--- src/rtl/instr_encoder.sv ---
// rtl/instr_encoder.sv - RV32I field encoder feeding a 2-entry address-tagged output queue
// Optional immediate range flagging is compiled in when IMM_CHECK_EN is defined.
module instr_encoder #(
  parameter int unsigned       ADDR_W    = 32,
  parameter logic [ADDR_W-1:0] BASE_ADDR = '0
) (
  input  logic              clk,
  input  logic              rst,
  input  logic              clr,
  input  logic              in_valid,
  output logic              in_ready,
  input  logic [2:0]        fmt,
  input  logic [6:0]        opcode,
  input  logic [2:0]        funct3,
  input  logic [6:0]        funct7,
  input  logic [4:0]        rs1,
  input  logic [4:0]        rs2,
  input  logic [4:0]        rd,
  input  logic [31:0]       imm,
  output logic              out_valid,
  input  logic              out_ready,
  output logic [31:0]       out_instr,
  output logic [ADDR_W-1:0] out_addr,
  output logic              out_err
);

  localparam logic [2:0]  FMT_R    = 3'd0;
  localparam logic [2:0]  FMT_I    = 3'd1;
  localparam logic [2:0]  FMT_S    = 3'd2;
  localparam logic [2:0]  FMT_B    = 3'd3;
  localparam logic [2:0]  FMT_U    = 3'd4;
  localparam logic [2:0]  FMT_J    = 3'd5;
  localparam logic [31:0] NOP_WORD = 32'h0000_0013;

  typedef enum logic [1:0] {
    Q_EMPTY = 2'd0,
    Q_ONE   = 2'd1,
    Q_TWO   = 2'd2
  } q_state_e;

  typedef struct packed {
    logic [31:0]       instr;
    logic [ADDR_W-1:0] addr;
    logic              err;
  } entry_t;

  q_state_e          state_q, state_d;
  entry_t            head_q, head_d;
  entry_t            tail_q, tail_d;
  logic [ADDR_W-1:0] pc_q, pc_d;

  logic              push;
  logic              pop;
  logic [31:0]       enc_word;
  logic              enc_illegal;
  logic              imm_bad;
  entry_t            new_entry;
  entry_t            reset_entry;

  assign push = in_valid && in_ready;
  assign pop  = out_valid && out_ready;

  // Field packing; formats outside R..J fall back to a NOP and raise the error flag.
  always_comb begin
    enc_word    = NOP_WORD;
    enc_illegal = 1'b0;
    case (fmt)
      FMT_R: enc_word = {funct7, rs2, rs1, funct3, rd, opcode};
      FMT_I: enc_word = {imm[11:0], rs1, funct3, rd, opcode};
      FMT_S: enc_word = {imm[11:5], rs2, rs1, funct3, imm[4:0], opcode};
      FMT_B: enc_word = {imm[12], imm[10:5], rs2, rs1, funct3, imm[4:1], imm[11], opcode};
      FMT_U: enc_word = {imm[31:12], rd, opcode};
      FMT_J: enc_word = {imm[20], imm[10:1], imm[11], imm[19:12], rd, opcode};
      default: begin
        enc_word    = NOP_WORD;
        enc_illegal = 1'b1;
      end
    endcase
  end

`ifdef IMM_CHECK_EN
  // An immediate is in range when every bit above the format's sign bit matches it.
  always_comb begin
    imm_bad = 1'b0;
    case (fmt)
      FMT_I, FMT_S: imm_bad = (imm[31:11] != {21{imm[11]}});
      FMT_B:        imm_bad = (imm[31:12] != {20{imm[12]}}) || imm[0];
      FMT_J:        imm_bad = (imm[31:20] != {12{imm[20]}}) || imm[0];
      FMT_U:        imm_bad = (imm[11:0] != 12'h000);
      default:      imm_bad = 1'b0;
    endcase
  end
`else
  assign imm_bad = 1'b0;
`endif

  assign new_entry   = '{instr: enc_word, addr: pc_q, err: enc_illegal | imm_bad};
  assign reset_entry = '{instr: 32'h0, addr: BASE_ADDR, err: 1'b0};

  always_ff @(posedge clk) begin
    if (rst || clr) begin
      state_q <= Q_EMPTY;
    end else begin
      state_q <= state_d;
    end
  end

  always_comb begin
    state_d = state_q;
    case (state_q)
      Q_EMPTY: if (push) state_d = Q_ONE;
      Q_ONE: begin
        if (push && !pop)      state_d = Q_TWO;
        else if (pop && !push) state_d = Q_EMPTY;
      end
      Q_TWO:   if (pop) state_d = Q_ONE;
      default: state_d = Q_EMPTY;
    endcase
  end

  always_comb begin
    in_ready  = 1'b0;
    out_valid = 1'b0;
    case (state_q)
      Q_EMPTY: in_ready = 1'b1;
      Q_ONE: begin
        in_ready  = 1'b1;
        out_valid = 1'b1;
      end
      Q_TWO:   out_valid = 1'b1;
      default: in_ready = 1'b0;
    endcase
  end

  // Head slot always drives the outputs; the tail only holds the second word while full.
  always_comb begin
    head_d = head_q;
    tail_d = tail_q;
    case (state_q)
      Q_EMPTY: if (push) head_d = new_entry;
      Q_ONE: begin
        if (push && pop) head_d = new_entry;
        else if (push)   tail_d = new_entry;
      end
      Q_TWO:   if (pop) head_d = tail_q;
      default: head_d = head_q;
    endcase
  end

  assign pc_d = push ? pc_q + ADDR_W'(4) : pc_q;

  always_ff @(posedge clk) begin
    if (rst || clr) begin
      head_q <= reset_entry;
      tail_q <= reset_entry;
      pc_q   <= BASE_ADDR;
    end else begin
      head_q <= head_d;
      tail_q <= tail_d;
      pc_q   <= pc_d;
    end
  end

  assign out_instr = head_q.instr;
  assign out_addr  = head_q.addr;
  assign out_err   = head_q.err;

endmodule

--- config.mk ---
export PLATFORM = sky130hd
export DESIGN_NAME = instr_encoder
export DESIGN_NICKNAME = d
export VERILOG_FILES = /design/src/rtl/instr_encoder.sv
export SDC_FILE = /design/constraint.sdc
export NUM_CORES = 1
export LEC_CHECK = 0
export ABC_AREA = 1
export CORE_ASPECT_RATIO = 2
export CORE_MARGIN = 5
export CORE_UTILIZATION = 35
export CTS_BUF_LIST = sky130_fd_sc_hd__clkbuf_4 sky130_fd_sc_hd__clkbuf_8 sky130_fd_sc_hd__clkbuf_16
export CTS_CLUSTER_SIZE = 10
export DETAILED_ROUTE_END_ITERATION = 7
export GPL_TIMING_DRIVEN = 0
export MAX_ROUTING_LAYER = met4
export PLACE_DENSITY_LB_ADDON = 0.08
export REMOVE_ABC_BUFFERS = 1
export SYNTH_ARGS = -nofsm -noshare
export SYNTH_HDL_FRONTEND = slang
export SYNTH_SLANG_ARGS = --single-unit
export TNS_END_PERCENT = 20
--- constraint.sdc ---
create_clock -name clk -period 2.6 [get_ports clk]
set_clock_uncertainty 0.15 [all_clocks]
set_input_delay 0.39 -clock clk [delete_from_list [all_inputs] [get_ports clk]]
set_output_delay 0.39 -clock clk [all_outputs]
set_load 0.005 [all_outputs]
==> results of run 1 <==
-- cell usage in the layout, fill, tap and decap left out, types with 5 or more instances in the layout --
cell type	count
nor2_1	155
a21oi_1	116
nor2_4	6
nor2_2	6
dfxtp_1	158
clkinv_2	5
o21ai_1	13
nor3_1	12
inv_1	66
o21ai_0	162
clkdlybuf4s50_1	136
buf_4	6
a31oi_1	12
nand3_1	46
nand2_1	202
clkbuf_16	18
-- how the worst max path moves through the flow --
stage | startpoint | endpoint
after floorplan | rst | tail_q[35]
after global placement | rst | tail_q[36]
after detailed placement | state_q[0] | out_instr[10]
after CTS | state_q[0] | out_instr[10]
after global routing | fmt[2] | out_instr[29]
final | state_q[1] | in_ready
-- cell families (layout without fill, tap and decap cells) --
group	count (synthesis)	in the layout	share of synthesized area, %
compound gates	310	310	21.87
fa+ha+maj	5	5	0.8609
buf+inv	138	255	8.281
flops	158	158	43.53
mux	1	1	0.1377
other cells	1	3	0.05160
simple gates	442	444	25.28
-- power by group --
group	total, mW	leakage [nW]	internal, mW	switching, mW
clock	2.40	0.281	1.42	0.978
combinational	0.698	2.00	0.314	0.384
sequential	2.53	1.28	2.49	0.0336
-- per-stage QoR --
step | cells | instance area (um2) | hold slack [ps] | power, mW | util [%]
floorplan | 993 | 6953 | 276.6 | 2.878 | -
global placement | 1395 | 8647 | 289.9 | 3.227 | 42.26
detailed placement | 1399 | 8765 | 294.1 | 3.233 | 42.83
CTS | 1435 | 9478 | 309.3 | 5.690 | 46.32
global route | 1442 | 9568 | 334.7 | 5.880 | 46.76
finish | 1442 | 9568 | 303.4 | 5.621 | 46.76
-- timing repair --
item                       4_1_cts  5_1_grt
pin swaps                        2        0
setup buffers                    3        5
cloned                           3        1
setup endpoints to repair      122       75
hold buffers                     0        0
resized for setup               21        5
-- critical path, cell delays in order (launching register included) --
cell             delay [ps]
dfxtp_1                 400
inv_1                    80
ha_1                    270
nor2_4                  210
inv_1                    60
clkdlybuf4s50_1         470
-- flip-flops by register name, indices dropped and copies added (netlist names) --
| signal | cells |
|---|---|
| pc_q | 30 |
| state_q | 2 |
| out_err | 1 |
| tail_q | 63 |
| out_instr | 32 |
| out_addr | 30 |
-- cells in the mapped netlist --
master,count
a211oi_1,4
a21oi_1,116
a22oi_1,1
a31oi_1,12
and2_1,1
buf_1,4
buf_2,17
buf_4,6
buf_6,5
clkbuf_1,31
clkinv_1,1
conb_1,1
dfxtp_1,158
ha_1,5
inv_1,67
inv_2,6
inv_4,1
mux2i_1,1
nand2_1,203
nand2_2,1
nand3_1,47
nand3_2,1
nand4_1,4
nand4_2,1
nand4_4,1
nor2_1,158
nor2_2,7
nor2_4,2
nor2_8,1
nor3_1,12
o211ai_1,1
o21ai_0,162
o21ai_1,13
o22ai_2,1
or2_2,3
-- per-layer routing --
metal	GRT usage [%]	up-vias
li1	-	3688
met1	18.63	3266
met2	36.68	132
met3	3.897	35
met4	7.854	0
met5	-	-
-- area by class of cell --
type / count / area (um2)
fill: 2149 / 10890
multi-input combinational: 762 / 3597
clock inverter: 7 / 62.56
inverter: 75 / 336.6
clock buffer: 23 / 495.5
sequential: 158 / 3163
timing repair inverter: 1 / 16.27
tap: 266 / 332.8
timing repair buffer: 149 / 1562
antenna: 1 / 2.502
==> summary.md, run 1 <==
| Metric | Value |
|---|---|
| HP Class | `reg2reg` |
| Synth warn | `0` |
| Final Hold Fails | `0` |
| Root buf cell | `clkbuf_16` |
| Slew HR | `50.17%` |
| Clock latency on the worst-skew pair | `between 400 and 500 ps` |
| H-tree Lvls | `4` |
| Vert. Die Dim | `between 200 and 250 um` |
| Hpwl dp | `between 10000 and 15000 um` |
| Area leader, netlist | `dfxtp_1` |
| Setup crit end kind | `output pin` |
| Worst Path Arrival | `between 1500 and 2000 ps` |
| Final setup fails | `0` |
| Drt total wl | `22260 um` |
| Met3 WL | `~800 um` |
| First-pass iteration count of the detailed router | `5` |
| Critical path launch point type | `flop` |
| Fin crit period | `between 2000 and 2500 ps` |
| Met1 Wirelength | `slightly above 8000 um` |
| Gr usage total | `between 10% and 20%` |
| Synth area leaders | `dfxtp_1, o21ai_0, nand2_1` |
| Fin. max-slew vios | `0` |
| Iter 0 DRT Violations | `approximately 270` |
| Met2 wire length | `between 10000 and 15000 um` |
| Fin crit share | `94.31%` |
| Share of the synthesized area in the top cell type | `43.53%` |
| Critical Path RT | `2060 ps` |
| Status | `finished, final reports clean` |
| PD cells | `587.5 mW/mm2` |
| Via density | `a little under 5` |
| DIE AREA | `approximately 0.024 mm2` |
| Synth-to-layout area growth | `31.66%` |
| Max-cap violation count | `0` |
| Std cell rows | `74` |
| GRT overflow | `0` |
| Drc violations | `0` |
| Routed Antenna Nets | `0` |
| Starting Density | `35.51%` |
| Synth Cell Area | `about 0.0073 mm2` |
| Share of layout cells above drive strength 1 | `roughly 6.7%` |
| First-pass GRT wire length | `around 35000 um` |
| Fmax achieved | `about 410 MHz` |
| Maximum fanout along the worst path | `4` |
| Die Span X | `between 100 and 150 um` |
| Vias post-DR | `a little over 7000` |
| Avg WL per Cell | `roughly 15 um` |
| Netlist cell types | `35` |
| TritonCTS buffer count | `17` |
| Max clock buf depth | `2` |
| Hold path start | `tail_q[34]` |
| Min-Delay Endpoint | `tail_q[34]` |
| Synthesized flop and latch total | `between 150 and 200` |
| Largest net degree at the start of global routing | `101` |
| Initial antenna violation count | `1` |
| Reg2Reg Setup Slack | `roughly 230 ps` |
| Syn Inst Count | `1055` |
| WHS Path Cells | `2` |
| Max VDD drop | `about 400 uV` |
| Worst Setup Path Type | `reg2out` |
| TritonCTS clock tree | `yes` |
| Setup ws final | `between 100 and 150 ps` |
| Ports | `between 100 and 150` |
| Vias in the first global route | `a little under 7000` |
| Worst slew pin tran | `roughly 750 ps` |
| Post-synthesis sequential area ratio | `a little over two fifths` |
| CTS clock-pin slew for the worst setup and hold paths | `about 60 ps` |
| Fin Setup TNS | `0 ps` |
| Syn avg cell area | `approximately 6.9 um2` |
| FF-to-FF End | `out_instr[10]` |
| Reg2Reg Depth | `11` |
| Dpl ws | `-1708 ps` |
| Fin nets | `roughly 1200` |
| PortBufs | `around 140` |
| Routability Congestion | `approximately 0.82` |
| RR Startpoint | `state_q[0]` |
| Top layer in use | `met4` |
| Core Area | `between 0.02 and 0.025 mm2` |
| CTS sink count | `158` |
| RSZ-0062 raised after global routing | `false` |
| P_leak | `roughly 3.6 nW` |
No activity file was read; power rests on OpenSTA's default activity.
==> inputs of run 2 (changes only) <==
--- a/config.mk
+++ b/config.mk
@@ -14,8 +14,9 @@
 export DETAILED_ROUTE_END_ITERATION = 7
 export GPL_TIMING_DRIVEN = 0
 export MAX_ROUTING_LAYER = met4
-export PLACE_DENSITY_LB_ADDON = 0.08
+export PLACE_DENSITY = 0.57
 export REMOVE_ABC_BUFFERS = 1
+export SKIP_CTS_REPAIR_TIMING = 1
 export SYNTH_ARGS = -nofsm -noshare
 export SYNTH_HDL_FRONTEND = slang
 export SYNTH_SLANG_ARGS = --single-unit
==> summary.md, run 2 (synthesized netlist as in run 1, its figures left out) <==
| Metric | Value |
|---|---|
| Most common cell after layout, fill and taps aside | `nand2_1` |
| Core Area | `0.02046 mm2 (unchanged)` |
| Reg2Reg Setup Slack | `190 ps (-40 ps)` |
| Final Power | `5.728 mW (+1.9%)` |
| Max VDD drop | `466.2 uV (+18%)` |
| WHS Path Cells | `2 (unchanged)` |
| Std cell rows | `74 (unchanged)` |
| H-tree Lvls | `4 (unchanged)` |
| Drt total wl | `22640 um (+1.7%)` |
| Vias in the first global route | `6801 (-1.3%)` |
| WP buf/inv | `3 (unchanged)` |
| Max clock buf depth | `2 (unchanged)` |
| Starting Density | `35.51% (unchanged)` |
| Ports | `139 (unchanged)` |
| Reg area | `0.003163 mm2 (unchanged)` |
| Top delay family on crit path | `buffers and inverters` |
| Area taken by multi-input logic gates | `0.003603 mm2 (+0.17%)` |
| CP Launch Point | `state_q[1]` |
| Worst Path Arrival | `1950 ps (+40 ps)` |
| Largest stage delay, worst path | `450 ps (-20 ps)` |
| Share of layout cells above drive strength 1 | `6.644% (-0.079 points)` |
| Reg2Reg Depth | `11 (unchanged)` |
| Status | `finished, final reports clean` |
| Initial antenna violation count | `0 (-1)` |
| CTS clock-pin slew for the worst setup and hold paths | `60 ps (about the same)` |
| P_sw | `1.413 mW (+1.2%)` |
| Critical Path RT | `2060 ps (about the same)` |
| Fillers | `2112 (-1.7%)` |
| FF-to-FF End | `out_instr[13]` |
| First-pass GRT wire length | `33640 um (-4.1%)` |
| Clock latency on the worst-skew pair | `440 ps (about the same)` |
| Die Span X | `111.9 um (unchanged)` |
| Synth-to-layout area growth | `31.70% (about the same)` |
| Fin crit period | `2489 ps (+36.55 ps)` |
| CTS sink count | `158 (unchanged)` |
| TritonCTS buffer count | `17 (unchanged)` |
| Fin. max-slew vios | `0 (unchanged)` |
| DIE AREA | `0.02392 mm2 (unchanged)` |
| Most frequent cells in the layout | `nand2_1, o21ai_0, dfxtp_1` |
| Final Hold Fails | `0 (unchanged)` |
| Logic pwr share | `12.4% (about the same)` |
| Maximum fanout along the worst path | `4 (unchanged)` |
| Hpwl dp | `14240 um (-0.92%)` |
| Hold path start | `tail_q[33]` |
| Clock power frac | `43.5% (+0.9 points)` |
| GRT overflow | `0 (unchanged)` |
| Largest register FFs | `63 (unchanged)` |
| Fin nets | `1240 (-0.081%)` |
| Critical path launch point type | `flop` |
| Root buf cell | `clkbuf_16` |
| Fin crit share | `95.71% (+1.4 points)` |
| Seq pwr share | `44.1% (-0.8 points)` |
| Dpl ws | `-1690 ps (+17.49 ps)` |
| RR Startpoint | `state_q[0]` |
| Vert. Die Dim | `213.8 um (unchanged)` |
| Largest net degree at the start of global routing | `101 (unchanged)` |
| P_leak | `3.563 nW (about the same)` |
| Critical path, cell by cell | `inv_1, ha_1, nor2_4, inv_1, clkdlybuf4s50_1` |
| HP Class | `reg2reg` |
| Worst slew pin tran | `857.5 ps (+112.3 ps)` |
| Iter 0 DRT Violations | `215 (-21%)` |
| Gr usage total | `18.15% (-1.0 points)` |
| Setup ws final | `111.4 ps (-36.55 ps)` |
| Slew HR | `42.77% (-7.4 points)` |
| PortBufs | `136 (unchanged)` |
| Final setup fails | `0 (unchanged)` |
| Routed Antenna Nets | `0 (unchanged)` |
| Internal power | `4.315 mW (+2.1%)` |
| Worst Setup Path Type | `reg2out` |
| Crit path top cell by count | `inv_1` |
| Routability Congestion | `0.8355 (+1.8%)` |
| Fmax achieved | `401.8 MHz (-1.5%)` |
| Setup crit end kind | `output pin` |
| Largest Register | `tail_q` |
| Drc violations | `0 (unchanged)` |
| CP max stage cell | `clkdlybuf4s50_1` |
| TritonCTS clock tree | `yes` |
| Ant diodes | `0 (-1)` |
| Min-Delay Endpoint | `tail_q[33]` |
| Max-cap violation count | `0 (unchanged)` |
| PD cells | `598.5 mW/mm2 (+1.9%)` |
| Avg WL per Cell | `15.72 um (+1.9%)` |
| First-pass iteration count of the detailed router | `5 (unchanged)` |
| Via density | `4.935 (about the same)` |
| Vias post-DR | `7107 (-0.20%)` |
| Sw frac | `24.67% (-0.16 points)` |
==> run 2: power groups by stage <==
stage / sequential [mW] / combinational, mW / clock (mW)
detailed placement: 2.58 / 0.650 / 0
finish: 2.53 / 0.709 / 2.49
global placement: 2.58 / 0.648 / 0
global route: 2.53 / 0.786 / 2.65
CTS: 2.53 / 0.652 / 2.55
floorplan: 2.58 / 0.296 / 0
==> run 2: through the flow <==
stage                     instances  hold slack (ps)  util, %  area [um2]  TNS, ps
after floorplan                 993            276.6        -        6953  -284650
after global routing           1440            318.2    46.77        9570   -18.51
final                          1440            297.5    46.77        9570        0
after global placement         1395            289.6    42.26        8647  -852350
after CTS                      1428            300.9    45.52        9314  -152320
after detailed placement       1398            291.3    42.70        8737  -158930
==> run 2: layer usage <==
metal / up-vias / GRT usage (%) / share of wire [%]
li1: 3684 / - / -
met1: 3268 / 17.22 / 37
met2: 126 / 35.58 / 57
met3: 29 / 3.474 / 3.1
met4: 0 / 6.888 / 2.4
met5: - / - / 0
==> run 2: tightest hold or removal path, cell delays in order, from the launching register on <==
cell and delay, ps:
dfxtp_1 300, inv_1 50, a21oi_1 50
==> run 2: worst max-delay path by stage <==
stage | end | slack [ps] | cells past startpoint
3_5_place_dp | out_instr[16] | -1690 | 10
5_1_grt | out_instr[31] | -20 | 11
2_1_floorplan | tail_q[35] | -3090 | 3
3_3_place_gp | tail_q[36] | -8400 | 4
6_report | in_ready | 110 | 5
4_1_cts | out_instr[16] | -1720 | 10
==> run 2: cell type report <==
cell class	count	share of cell area, %
repair buffers	148	16.25
well taps	266	3.478
inverters	75	3.543
clock inverters	7	0.9152
multi-input cells	763	37.65
flip-flops and latches	158	33.05
clock buffers	23	5.112
